`src/rtl/branch_resolver.sv`:
```
// branch_resolver: resolves one conditional branch at a time. It captures a
// request, evaluates the condition with a dedicated subtractor, presents a
// redirect target to fetch for taken branches, then pulses flush for two cycles.
//
// Handshakes: a transfer happens on a rising clock edge where valid and ready
// are both high. in_valid/in_ready carries requests, and in_ready is high only
// in IDLE. redirect_valid/redirect_ack carries the redirect: redirect_valid is
// held with a stable redirect_pc until the edge where redirect_ack is seen.
module branch_resolver #(
  // Ceiling at which both event counters stop incrementing.
  parameter logic [15:0] CNT_MAX = 16'hFFFF
) (
  input  logic        clock,
  input  logic        reset,
  input  logic        in_valid,
  output logic        in_ready,
  input  logic [1:0]  in_op,
  input  logic [31:0] data_operandA,
  input  logic [31:0] data_operandB,
  input  logic [31:0] pc_in,
  input  logic [31:0] imm,
  output logic        redirect_valid,
  output logic [31:0] redirect_pc,
  input  logic        redirect_ack,
  output logic        flush,
  output logic [15:0] branch_count,
  output logic [15:0] taken_count,
  output logic [1:0]  state_dbg
);

  localparam logic [1:0] S_IDLE     = 2'd0;
  localparam logic [1:0] S_RESOLVE  = 2'd1;
  localparam logic [1:0] S_REDIRECT = 2'd2;
  localparam logic [1:0] S_FLUSH    = 2'd3;

  localparam logic [1:0] OP_BNE = 2'b00;
  localparam logic [1:0] OP_BLT = 2'b01;
  localparam logic [1:0] OP_BGE = 2'b10;
  localparam logic [1:0] OP_BEQ = 2'b11;

  logic [1:0]  state_q, state_d;
  logic        flush_cnt_q, flush_cnt_d;
  logic [1:0]  op_q, op_d;
  logic [31:0] a_q, a_d;
  logic [31:0] b_q, b_d;
  logic [31:0] pc_q, pc_d;
  logic [31:0] imm_q, imm_d;
  logic [31:0] redirect_pc_q, redirect_pc_d;
  logic [15:0] branch_count_q, branch_count_d;
  logic [15:0] taken_count_q, taken_count_d;

  logic [31:0] diff;
  logic        lt;
  logic        ne;
  logic        taken;

  // Condition evaluation from the captured operands: A - B as A + ~B + 1.
  // When the signs differ the subtraction may overflow, so A's sign decides.
  always_comb begin
    diff = a_q + ~b_q + 32'd1;
    lt   = (a_q[31] != b_q[31]) ? a_q[31] : diff[31];
    ne   = |diff;
    unique case (op_q)
      OP_BNE:  taken = ne;
      OP_BLT:  taken = lt;
      OP_BGE:  taken = ~lt;
      OP_BEQ:  taken = ~ne;
      default: taken = 1'b0;
    endcase
  end

  // Next-state, capture, target and counter update logic.
  always_comb begin
    state_d        = state_q;
    flush_cnt_d    = flush_cnt_q;
    op_d           = op_q;
    a_d            = a_q;
    b_d            = b_q;
    pc_d           = pc_q;
    imm_d          = imm_q;
    redirect_pc_d  = redirect_pc_q;
    branch_count_d = branch_count_q;
    taken_count_d  = taken_count_q;
    unique case (state_q)
      S_IDLE: begin
        if (in_valid) begin
          op_d    = in_op;
          a_d     = data_operandA;
          b_d     = data_operandB;
          pc_d    = pc_in;
          imm_d   = imm;
          state_d = S_RESOLVE;
        end
      end
      S_RESOLVE: begin
        if (branch_count_q != CNT_MAX) branch_count_d = branch_count_q + 16'd1;
        if (taken) begin
          if (taken_count_q != CNT_MAX) taken_count_d = taken_count_q + 16'd1;
          // Target is latched here so it is stable for the whole REDIRECT stay.
          redirect_pc_d = pc_q + 32'd1 + imm_q;
          state_d       = S_REDIRECT;
        end else begin
          state_d = S_IDLE;
        end
      end
      S_REDIRECT: begin
        if (redirect_ack) begin
          flush_cnt_d = 1'b0;
          state_d     = S_FLUSH;
        end
      end
      S_FLUSH: begin
        if (flush_cnt_q) begin
          flush_cnt_d = 1'b0;
          state_d     = S_IDLE;
        end else begin
          flush_cnt_d = 1'b1;
        end
      end
      default: state_d = S_IDLE;
    endcase
  end

  // State registers; reset returns to IDLE with all captured data cleared.
  always_ff @(posedge clock or posedge reset) begin
    if (reset) begin
      state_q        <= S_IDLE;
      flush_cnt_q    <= 1'b0;
      op_q           <= 2'b00;
      a_q            <= 32'd0;
      b_q            <= 32'd0;
      pc_q           <= 32'd0;
      imm_q          <= 32'd0;
      redirect_pc_q  <= 32'd0;
      branch_count_q <= 16'd0;
      taken_count_q  <= 16'd0;
    end else begin
      state_q        <= state_d;
      flush_cnt_q    <= flush_cnt_d;
      op_q           <= op_d;
      a_q            <= a_d;
      b_q            <= b_d;
      pc_q           <= pc_d;
      imm_q          <= imm_d;
      redirect_pc_q  <= redirect_pc_d;
      branch_count_q <= branch_count_d;
      taken_count_q  <= taken_count_d;
    end
  end

  // Outputs decode directly from state so reset affects them without an edge.
  always_comb begin
    in_ready       = (state_q == S_IDLE);
    redirect_valid = (state_q == S_REDIRECT);
    flush          = (state_q == S_FLUSH);
    redirect_pc    = redirect_pc_q;
    branch_count   = branch_count_q;
    taken_count    = taken_count_q;
    state_dbg      = state_q;
  end

endmodule
```
`config.mk`:
```
export PLATFORM = sky130hd
export DESIGN_NAME = branch_resolver
export DESIGN_NICKNAME = d
export VERILOG_FILES = /design/src/rtl/branch_resolver.sv
export SDC_FILE = /design/constraint.sdc
export NUM_CORES = 1
export LEC_CHECK = 0
export BUFFER_PORTS_ARGS = -buffer_cell sky130_fd_sc_hd__buf_2
export CORE_ASPECT_RATIO = 1.4
export CORE_MARGIN = 5
export CORE_UTILIZATION = 40
export CTS_BUF_LIST = sky130_fd_sc_hd__clkbuf_8
export DETAILED_ROUTE_END_ITERATION = 10
export SYNTH_ARGS = -nofsm -noshare
export SYNTH_HDL_FRONTEND = slang
export SYNTH_SLANG_ARGS = --single-unit
```
`constraint.sdc`:
```
create_clock -name clock -period 10.25 [get_ports clock]
set_clock_uncertainty 0.1 [all_clocks]
set_input_delay 3.075 -clock clock [delete_from_list [all_inputs] [get_ports clock]]
set_output_delay 3.075 -clock clock [all_outputs]
set_load 0.01 [all_outputs]
```
Yosys cells after proc, flatten, opt, wreduce, memory -nomap -nowiden

Index checks and enable logic that the tools add are counted.

Add/subtract/negate cells: 6
$mul: 0
Divide/modulo/power cells: 0
Magnitude comparators: 0
Equal/unequal tests: 12
Shift-type cells: 0
Multiplexer cells: 10
Bitwise operators: 3
Reductions and logical operators: 10

Operators with widths:

| kind                                                             | count |
|---|---|
| 32-bit by 1-bit adder with 32-bit output (second input constant) | 2 |
| 32-bit adder                                                     | 2 |
| 16-bit by 1-bit adder with 16-bit output (second input constant) | 2 |
| 16-bit != test (second input constant)                           | 2 |
| 32-bit inverter                                                  | 1 |
| 32-bit OR reduction                                              | 1 |
| 2-bit == test (second input constant)                            | 4 |
| 2-bit two-way mux                                                | 4 |
| 2-bit one-hot mux with 4 select lines                            | 1 |
| 2-bit AND reduction                                              | 4 |
| 3-bit AND reduction                                              | 2 |
| 2-bit by 1-bit == test with 1-bit output (second input constant) | 2 |
| 2-bit zero test                                                  | 2 |
| 2-bit by 1-bit != test with 1-bit output (second input constant) | 2 |
| 1-bit one-hot mux with 4 select lines                            | 1 |
| 1-bit two-way mux                                                | 3 |
| 2-bit != test (second input constant)                            | 1 |
| 1-bit inverter                                                   | 2 |
| 1-bit one-hot mux with 2 select lines                            | 1 |
| 2-bit nonzero test                                               | 1 |
| 1-bit != test                                                    | 1 |

Register bits: 197
Latch bits: 0
Memory bits (writable): 0
Memory bits (read-only): 0
Input bits: 134
Output and inout bits: 69
Word-level logic and storage cells: 51
Memories kept: 0

Depth between registers and ports, before layout

Gate-level depths: netlist of the first run.

Depth in word-level cells: 8
Gate-level depth with buffers: 27
Mapped depth without buffers: 24

Worst setup path before layout of the first run

OpenSTA, ideal clock, no wires.

Path type: register -> register
Start: register a_q[13]
End: register taken_count_q[10] (netlist: taken_count[10])
Library setup time: 0.128 ns
Arrival: 5.007 ns
Data required time: 10.022 ns
Path slack: 5.016 ns
Cell stages (with the launch flop): 26
Buffers on the path: 2
Period minus slack after synthesis: 5.234 ns
Path through: dfrtp_1 > ha_1 > buf_2 > and4_1 > nand2_1 > a211o_1 > a31oi_1 > o21ai_1 > and3_1 > o21ai_1 > a31o_2 > a21oi_1 > fa_1 > nand3_1 > a211oi_1 > o2111ai_1 > a2111oi_2 > o2111ai_1 > nor4_1 > nor4b_2 > o2111a_1 > a22oi_1 > nand4bb_4 > buf_6 > nor4_2 > mux2_1

Word-level cells in the longest chain between the ends: 6
Elaborated cells on any way between the ends: 8
Classes of those cells: add/sub (2); mux (2); bitwise (2); reduce/logical (2)

Ends and longest elaborated chain:

| element                                                         | line   | text |
|---|---|---|
| start, declared                                                 | 44     | `logic [31:0] a_q, a_d;` |
| start signal, assigned                                          | 130    | `a_q <= 32'd0;` |
| start signal, assigned                                          | 141    | `a_q <= a_d;` |
| 32-bit adder *                                                  | 60     | `diff = a_q + ~b_q + 32'd1;` |
| 32-bit by 1-bit adder with 32-bit output *                      | 60     |  |
| 32-bit OR reduction / 1-bit two-way mux (equally long branches) | 62, 61 |  |
| 1-bit inverter, on equally long branches                        | 67, 66 |  |
| 1-bit one-hot mux with 4 select lines *                         | 63     | `unique case (op_q)` |
| 3-bit AND reduction (no line) *                                 | --     |  |
| end signal, assigned                                            | 147    | `taken_count_q <= taken_count_d;` |
| end, declared                                                   | 50     | `logic [15:0] taken_count_q, taken_count_d;` |

Every way passes the cells marked *; elsewhere a longest branch is shown, timed or not.
A chain may end at the register's enable or synchronous reset.

Final worst setup path of the first run

Start: register a_q[9]
End: register taken_count_q[1] (netlist: taken_count[1])

The elaborated chain is that of the path after synthesis.

==> results of run 1 <==
cell usage after synthesis, types with 6 or more instances:
| cell type | count | share of area [%] |
|---|---|---|
| dfrtp_1 | 197 | 47 |
| nand2_1 | 103 | 3.7 |
| mux2_2 | 98 | 11 |
| o21ai_0 | 82 | 3.9 |
| ha_1 | 64 | 7.6 |
| inv_1 | 57 | 2.0 |
| a21oi_1 | 43 | 2.1 |
| xnor2_1 | 36 | 3.0 |
| a21o_1 | 28 | 2.0 |
| nor2_1 | 27 | 0.97 |
| xor2_1 | 26 | 2.2 |
| clkbuf_1 | 21 | 0.75 |
| nand3_1 | 18 | 0.86 |
| nor3_1 | 13 | 0.62 |
| and3_1 | 11 | 0.66 |
| nor2b_1 | 10 | 0.60 |
| nand2b_1 | 9 | 0.54 |
| o21ai_1 | 9 | 0.43 |
| or3_1 | 9 | 0.54 |
| mux2_1 | 8 | 0.86 |
| o21bai_1 | 8 | 0.57 |
| a31oi_1 | 7 | 0.42 |
| o21a_1 | 6 | 0.43 |
power breakdown:
group | internal (mW) | total, mW | switching [mW]
registers | 1.12 | 1.33 | 0.204
clock network | 0.273 | 0.540 | 0.267
logic | 1.15 | 2.52 | 1.37
flip-flops by register name, summed over array words and instances, names as in the netlist, 2 cells and up, named ones only:
register and flops:
b_q 32, op_q 2, branch_count 16, imm_q 32
a_q 32, redirect_pc 32, taken_count 16, pc_q 32
cells by family after synthesis:
group	share of synthesized area, %
flops	47.0
xor+xnor	5.18
compound gates	13.1
fa+ha+maj	8.01
simple gates	11.8
buf+inv	3.22
mux	11.7
per-layer routing:
| metal | GRT usage (%) | vias to the layer above |
|---|---|---|
| met3 | 5.23 | 38 |
| met4 | 5.58 | 6 |
| met2 | 29.8 | 165 |
| met5 | 0 | - |
| li1 | - | 3879 |
| met1 | 18.2 | 3651 |
worst max-delay path, delay by kind of cell (launching register included):
family | cells | cell delay, ns
adders and majority gates | 2 | 0.88
DFF | 1 | 0.40
AOI/OAI and AO/OA | 12 | 2.26
and+or+nand+nor | 8 | 1.50
buffers and inverters | 1 | 0.56
muxes | 1 | 0.33
cell type report:
class / instances / area (um^2)
repair buffers: 206 / 1050
clock buffers: 19 / 262
diodes: 2 / 5.00
clock inverters: 11 / 160
multi-input cells: 700 / 5230
inverters: 57 / 221
flip-flops and latches: 197 / 4930
well taps: 324 / 405
fillers: 2502 / 13700
worst max-delay path by stage:
stage,slack (ns),start,cells past startpoint,end
after floorplan,1.71,reset,1,asynchronous set/reset pin
after global placement,4.22,a_q[10]$_DFFE_PP0P_,24,taken_count[1]$_DFFE_PP0P_
after detailed placement,4.01,a_q[9]$_DFFE_PP0P_,24,taken_count[1]$_DFFE_PP0P_
after CTS,3.98,a_q[9]$_DFFE_PP0P_,24,taken_count[1]$_DFFE_PP0P_
after global routing,3.66,a_q[13]$_DFFE_PP0P_,24,taken_count[1]$_DFFE_PP0P_
final,4.02,a_q[9]$_DFFE_PP0P_,24,taken_count[1]$_DFFE_PP0P_
==> run metrics, run 1 <==
status=complete, no violations; dpl hpwl=18.1 mm; CP max-delay cell=buf_4; WL final=24.0 mm; maximum VDD drop=0.000159 V; routed vias=7,739; final instance area=12,300 um^2; HP Start=redirect_pc[4]$_DFFE_PP0P_; Rows=70; CTS tree=done; PortBufs=202; element type at the critical path start=flop; YS warnings=0; ys async rst share=100%; met2 WL=12.4 mm; largest stage delay on the critical path=0.56 ns; Placer Congestion=0.883; FF-to-FF End=taken_count[1]$_DFFE_PP0P_; All-Layer GR Usage=16.5%; Hold Crit Endpoint=redirect_pc[4]$_DFFE_PP0P_; final setup TNS=0 ns; Slew Limit Fails=0; Min-Delay Path Class=reg -> reg; final net count=1,379; Placement Setup Slack=4.01 ns; Area growth, synth to finish=16.9%; Max-Cap Viols=0; uppermost layer routed=met5; Avg Inst Size Synth=10.7 um^2; layout cells sized above 1=29.5%; H-tree levels=4; sequential fraction of the synthesis area=47.0%; DR DRC count=0; root buf cell=clkbuf_8; Setup Fix Bufs, Post-CTS=0; dpl cell area=11,800 um^2; fin util=47.2%; vias in the first global route=8,129; Non-Filler Instances=1,516; Overall Power=4.39 mW; worst-skew pair later-pin latency=0.47 ns; RR Startpoint=a_q[9]$_DFFE_PP0P_; initial antenna violation count=3; Power per Cell Area=358 nW/um^2; 1st-iter DRT viols=208; Synth Register Bits=197; Worst Reg-to-Reg Cells=24; WP data required=10.50 ns; Worst Setup End Kind=flop; DR WL/cell=15.8 um; f_max=0.160 GHz; top_reg_cell synth=dfrtp_1; largest net degree at the start of global routing=166; Max FO, Critical Path=77; fin crit period=6.23 ns; Initial Utilization=40.3%; Worst Path Arrival=6.48 ns; Crit Path Class=reg -> reg; final setup violating endpoints=0; Boundary Pins=203; Die ar.=29,600 um^2; Yosys cell types=67; PostCTS Resize Cnt=0; first-pass GRT wire length=39.7 mm; Syn Nets=1,184; Chip Height=202 um; Fin Hold WS=0.379 ns; Cells after Synth=984; Final Hold Fails=0; CTS sink cnt=197; hold path cells=2; most common library cell in the layout ignoring fill and taps=buf_2; total core area=26,000 um^2; router iterations before antenna repair=4; commonest cells after routing, fill and taps aside=202 x buf_2, 197 x dfrtp_1, 103 x nand2_1; number of enable flip-flop cells after synthesis=0; DIE WIDTH=147 um; cell area after synthesis=10,500 um^2; met1 WL=9.62 mm; RSZ-0062 raised after global routing=no; final worst path period share=60.8%; CTS buffer count=17; CP cell instances=ha_1 -> and4_1 -> nand2_1 -> a211o_1 -> a31oi_1 -> o21ai_1 -> and3_1 -> o21ai_1 -> a31o_2 -> a21oi_1 -> fa_1 -> nand3_1 -> a211oi_1 -> o2111ai_1 -> a2111oi_2 -> o2111ai_1 -> nor4_1 -> nor4b_2 -> o2111a_1 -> o211ai_1 -> nand4bb_4 -> buf_4 -> or2_1 -> mux2_1; Post-Place Cells=1,484; hold buffers post-CTS=0; Pleak=5.88 nW; Worst-Margin Slew=0.956 ns; gr ovfl total=0; ANT nets after route=0; Worst-path clk slew=0.09 ns; R2R setup slack=4.02 ns; Worst slew margin=36.3%; met3 wire len=1.39 mm; deepest clock path buffer count=2; post-DR vias/cell=5.10; setup ws final=4.02 ns
Note: power is estimated with default switching activity, not from simulation.
==> run 2, diff against run 1 <==
==> constraint.sdc (replaced) <==
create_clock -name clock -period 6 [get_ports clock]
set_clock_uncertainty 0.1 [all_clocks]
set_input_delay 1.8 -clock clock [delete_from_list [all_inputs] [get_ports clock]]
set_output_delay 1.8 -clock clock [all_outputs]
set_load 0.01 [all_outputs]
==> run 2 against run 1 <==
Global-route usage rose by 0.75 points. Wire length rose by 5.9%. First-iteration DRC count rose by 1.9%. Cell area rose by 2.0%. Critical path depth did not move. Worst hold slack improved by 0.0085 ns. Power rose by 76%. Via count rose by 0.98%. Sequential share of layout area fell by 0.80 points. Highest routed layer unchanged.
==> run metrics, run 2 (synthesized netlist as in run 1, its figures left out) <==
Max-Cap Viols=0 (unchanged); Worst slew margin=29.6% (was 36.3%); Die ar.=29,600 um^2 (unchanged); Max FO, Critical Path=6 (was 77); Rows=70 (unchanged); DR WL/cell=16.6 um (was 15.8 um); H-tree levels=4 (unchanged); Initial Utilization=40.3% (unchanged); deepest clock path buffer count=2 (unchanged); commonest cells after routing, fill and taps aside=203 x buf_2, 197 x dfrtp_1, 103 x nand2_1 (was 202 x buf_2, 197 x dfrtp_1, 103 x nand2_1); Worst Reg-to-Reg Cells=24 (unchanged); total core area=26,000 um^2 (unchanged); Chip Height=202 um (unchanged); WP data required=6.26 ns (was 10.50 ns); hold path cells=2 (unchanged); vias in the first global route=8,200 (was 8,129); fin util=48.1% (was 47.2%); CTS buffer count=17 (unchanged); largest net degree at the start of global routing=150 (was 166); Worst Setup End Kind=flop (unchanged); 1st-iter DRT viols=212 (was 208); final setup violating endpoints=0 (unchanged); final instance area=12,500 um^2 (was 12,300 um^2); Fin Hold WS=0.388 ns (was 0.379 ns); Boundary Pins=203 (unchanged); status=complete, no violations (unchanged); routed vias=7,815 (was 7,739); maximum VDD drop=0.000294 V (was 0.000159 V); fin crit period=5.55 ns (was 6.23 ns); router iterations before antenna repair=4 (unchanged); Placer Congestion=0.870 (was 0.883); initial antenna violation count=4 (was 3); critical path launch point=a_q[11]$_DFFE_PP0P_ (was a_q[9]$_DFFE_PP0P_); CP cell instances=ha_4 -> and4_4 -> nand2_1 -> a211o_1 -> a31oi_4 -> o21ai_1 -> and3_1 -> o21ai_1 -> a31o_2 -> a21oi_1 -> fa_1 -> nand3_1 -> a211oi_2 -> o2111ai_2 -> a2111oi_2 -> o2111ai_1 -> nor4_1 -> nor4b_2 -> o2111a_1 -> a22oi_2 -> nand4bb_4 -> buf_6 -> nor2_1 -> mux2_1 (was ha_1 -> and4_1 -> nand2_1 -> a211o_1 -> a31oi_1 -> o21ai_1 -> and3_1 -> o21ai_1 -> a31o_2 -> a21oi_1 -> fa_1 -> nand3_1 -> a211oi_1 -> o2111ai_1 -> a2111oi_2 -> o2111ai_1 -> nor4_1 -> nor4b_2 -> o2111a_1 -> o211ai_1 -> nand4bb_4 -> buf_4 -> or2_1 -> mux2_1); met2 WL=13.5 mm (was 12.4 mm); Area growth, synth to finish=19.3% (was 16.9%); dpl hpwl=19.3 mm (was 18.1 mm); FILL cells=2,524 (was 2,502); most common library cell in the layout ignoring fill and taps=buf_2 (unchanged); DIE WIDTH=147 um (unchanged); CP max-delay cell=fa_1 (was buf_4); All-Layer GR Usage=17.2% (was 16.5%); RR Startpoint=a_q[11]$_DFFE_PP0P_ (was a_q[9]$_DFFE_PP0P_); HP Start=redirect_pc[31]$_DFFE_PP0P_ (was redirect_pc[4]$_DFFE_PP0P_); worst-skew pair later-pin latency=0.47 ns (about the same); CTS sink cnt=197 (unchanged); CTS tree=done (unchanged); Overall Power=7.73 mW (was 4.39 mW); met3 wire len=1.35 mm (was 1.39 mm); post-DR vias/cell=5.11 (was 5.10); first-pass GRT wire length=41.3 mm (was 39.7 mm); Worst-Margin Slew=1.05 ns (was 0.956 ns); ANT nets after route=0 (unchanged); layout cells sized above 1=31.6% (was 29.5%); hold buffers post-CTS=0 (unchanged); Final Hold Fails=0 (unchanged); CP most frequent cell=o21ai_1; root buf cell=clkbuf_8 (unchanged); setup ws final=0.452 ns (was 4.02 ns); element type at the critical path start=flop (unchanged); met1 WL=9.87 mm (was 9.62 mm); Placement Setup Slack=0.222 ns (was 4.01 ns); Worst-path clk slew=0.10 ns (was 0.09 ns); Min-Delay Path Class=reg -> reg (unchanged); DR DRC count=0 (unchanged); Pleak=5.95 nW (was 5.88 nW); Power per Cell Area=617 nW/um^2 (was 358 nW/um^2); WL final=25.4 mm (was 24.0 mm); PortBufs=202 (unchanged); f_max=0.180 GHz (was 0.160 GHz); gr ovfl total=0 (unchanged); Worst Path Arrival=5.81 ns (was 6.48 ns); Crit Path Class=reg -> reg (unchanged); final worst path period share=92.5% (was 60.8%); largest stage delay on the critical path=0.49 ns (was 0.56 ns); uppermost layer routed=met5 (unchanged); final net count=1,390 (was 1,379); Slew Limit Fails=0 (unchanged); dpl cell area=11,900 um^2 (was 11,800 um^2)
run 2: changes by cell type in the layout (fill, tap and decap cells not counted), sizes merged:
cell / delta
buf: +10
clkbuf: -1
nand4bb: +1
clkinvlp: -1
diode: -1
inv: +2
clkinv: +4
bufinv: -2
run 2: timing repair:
action                                  in CTS  in global routing
endpoints found under the setup margin       0                 49
hold endpoints to repair                     0                  0
gates resized for setup                      0                 29
setup buffers                                0                  2
run 2: area by class of cell:
cell class	count	area, um^2	share of cell area (%)
antenna	1	2.50	0.0200
inverter	57	218	1.74
clock inverter	14	138	1.10
tap	324	405	3.24
timing repair buffer	216	1180	9.42
multi-input combinational	701	5400	43.1
sequential	197	4930	39.4
clock buffer	18	248	1.98
run 2: critical path: cells and delay by family (launching register included):
family                   cells  cell delay [ns]
AO/OA/AOI/OAI               12             2.06
multiplexers                 1             0.33
adder cells (fa/ha/maj)      2             0.81
flip-flops                   1             0.43
AND/OR/NAND/NOR              8             1.45
buffers and inverters        1             0.23
run 2: metal layers:
| layer | vias up | GRT usage, % |
|---|---|---|
| li1 | 3897 | - |
| met1 | 3715 | 18.8 |
| met2 | 152 | 31.3 |
| met3 | 43 | 5.20 |
| met4 | 8 | 6.29 |
| met5 | - | 0 |
run 2: final timing paths:
| kind | end | slack, ns |
|---|---|---|
| worst max-delay path | taken_count[14]$_DFFE_PP0P_ | 0.45 |
| worst min-delay path | redirect_pc[31]$_DFFE_PP0P_ | 0.39 |
| worst max register to register | taken_count[14]$_DFFE_PP0P_ | 0.45 |
| worst min register to register | redirect_pc[31]$_DFFE_PP0P_ | 0.39 |
| max in group asynchronous | op_q[1]$_DFFE_PP0P_ | 3.68 |
| min in group asynchronous | taken_count[12]$_DFFE_PP0P_ | 1.38 |
run 2: power by group:
| group | leakage, nW | switching, mW | internal, mW | total (mW) |
|---|---|---|---|---|
| clock | 0.207 | 0.485 | 0.379 | 0.864 |
| sequential | 2.42 | 0.374 | 1.92 | 2.30 |
| combinational | 3.33 | 2.43 | 2.14 | 4.57 |
| total | 5.95 | 3.29 | 4.44 | 7.73 |
run 2: metrics by stage:
step,setup TNS [ns],cells
after floorplan,0,984
final,0,1528
after global placement,0,1491
after CTS,0,1523
after global routing,-0.0202,1527
after detailed placement,0,1491
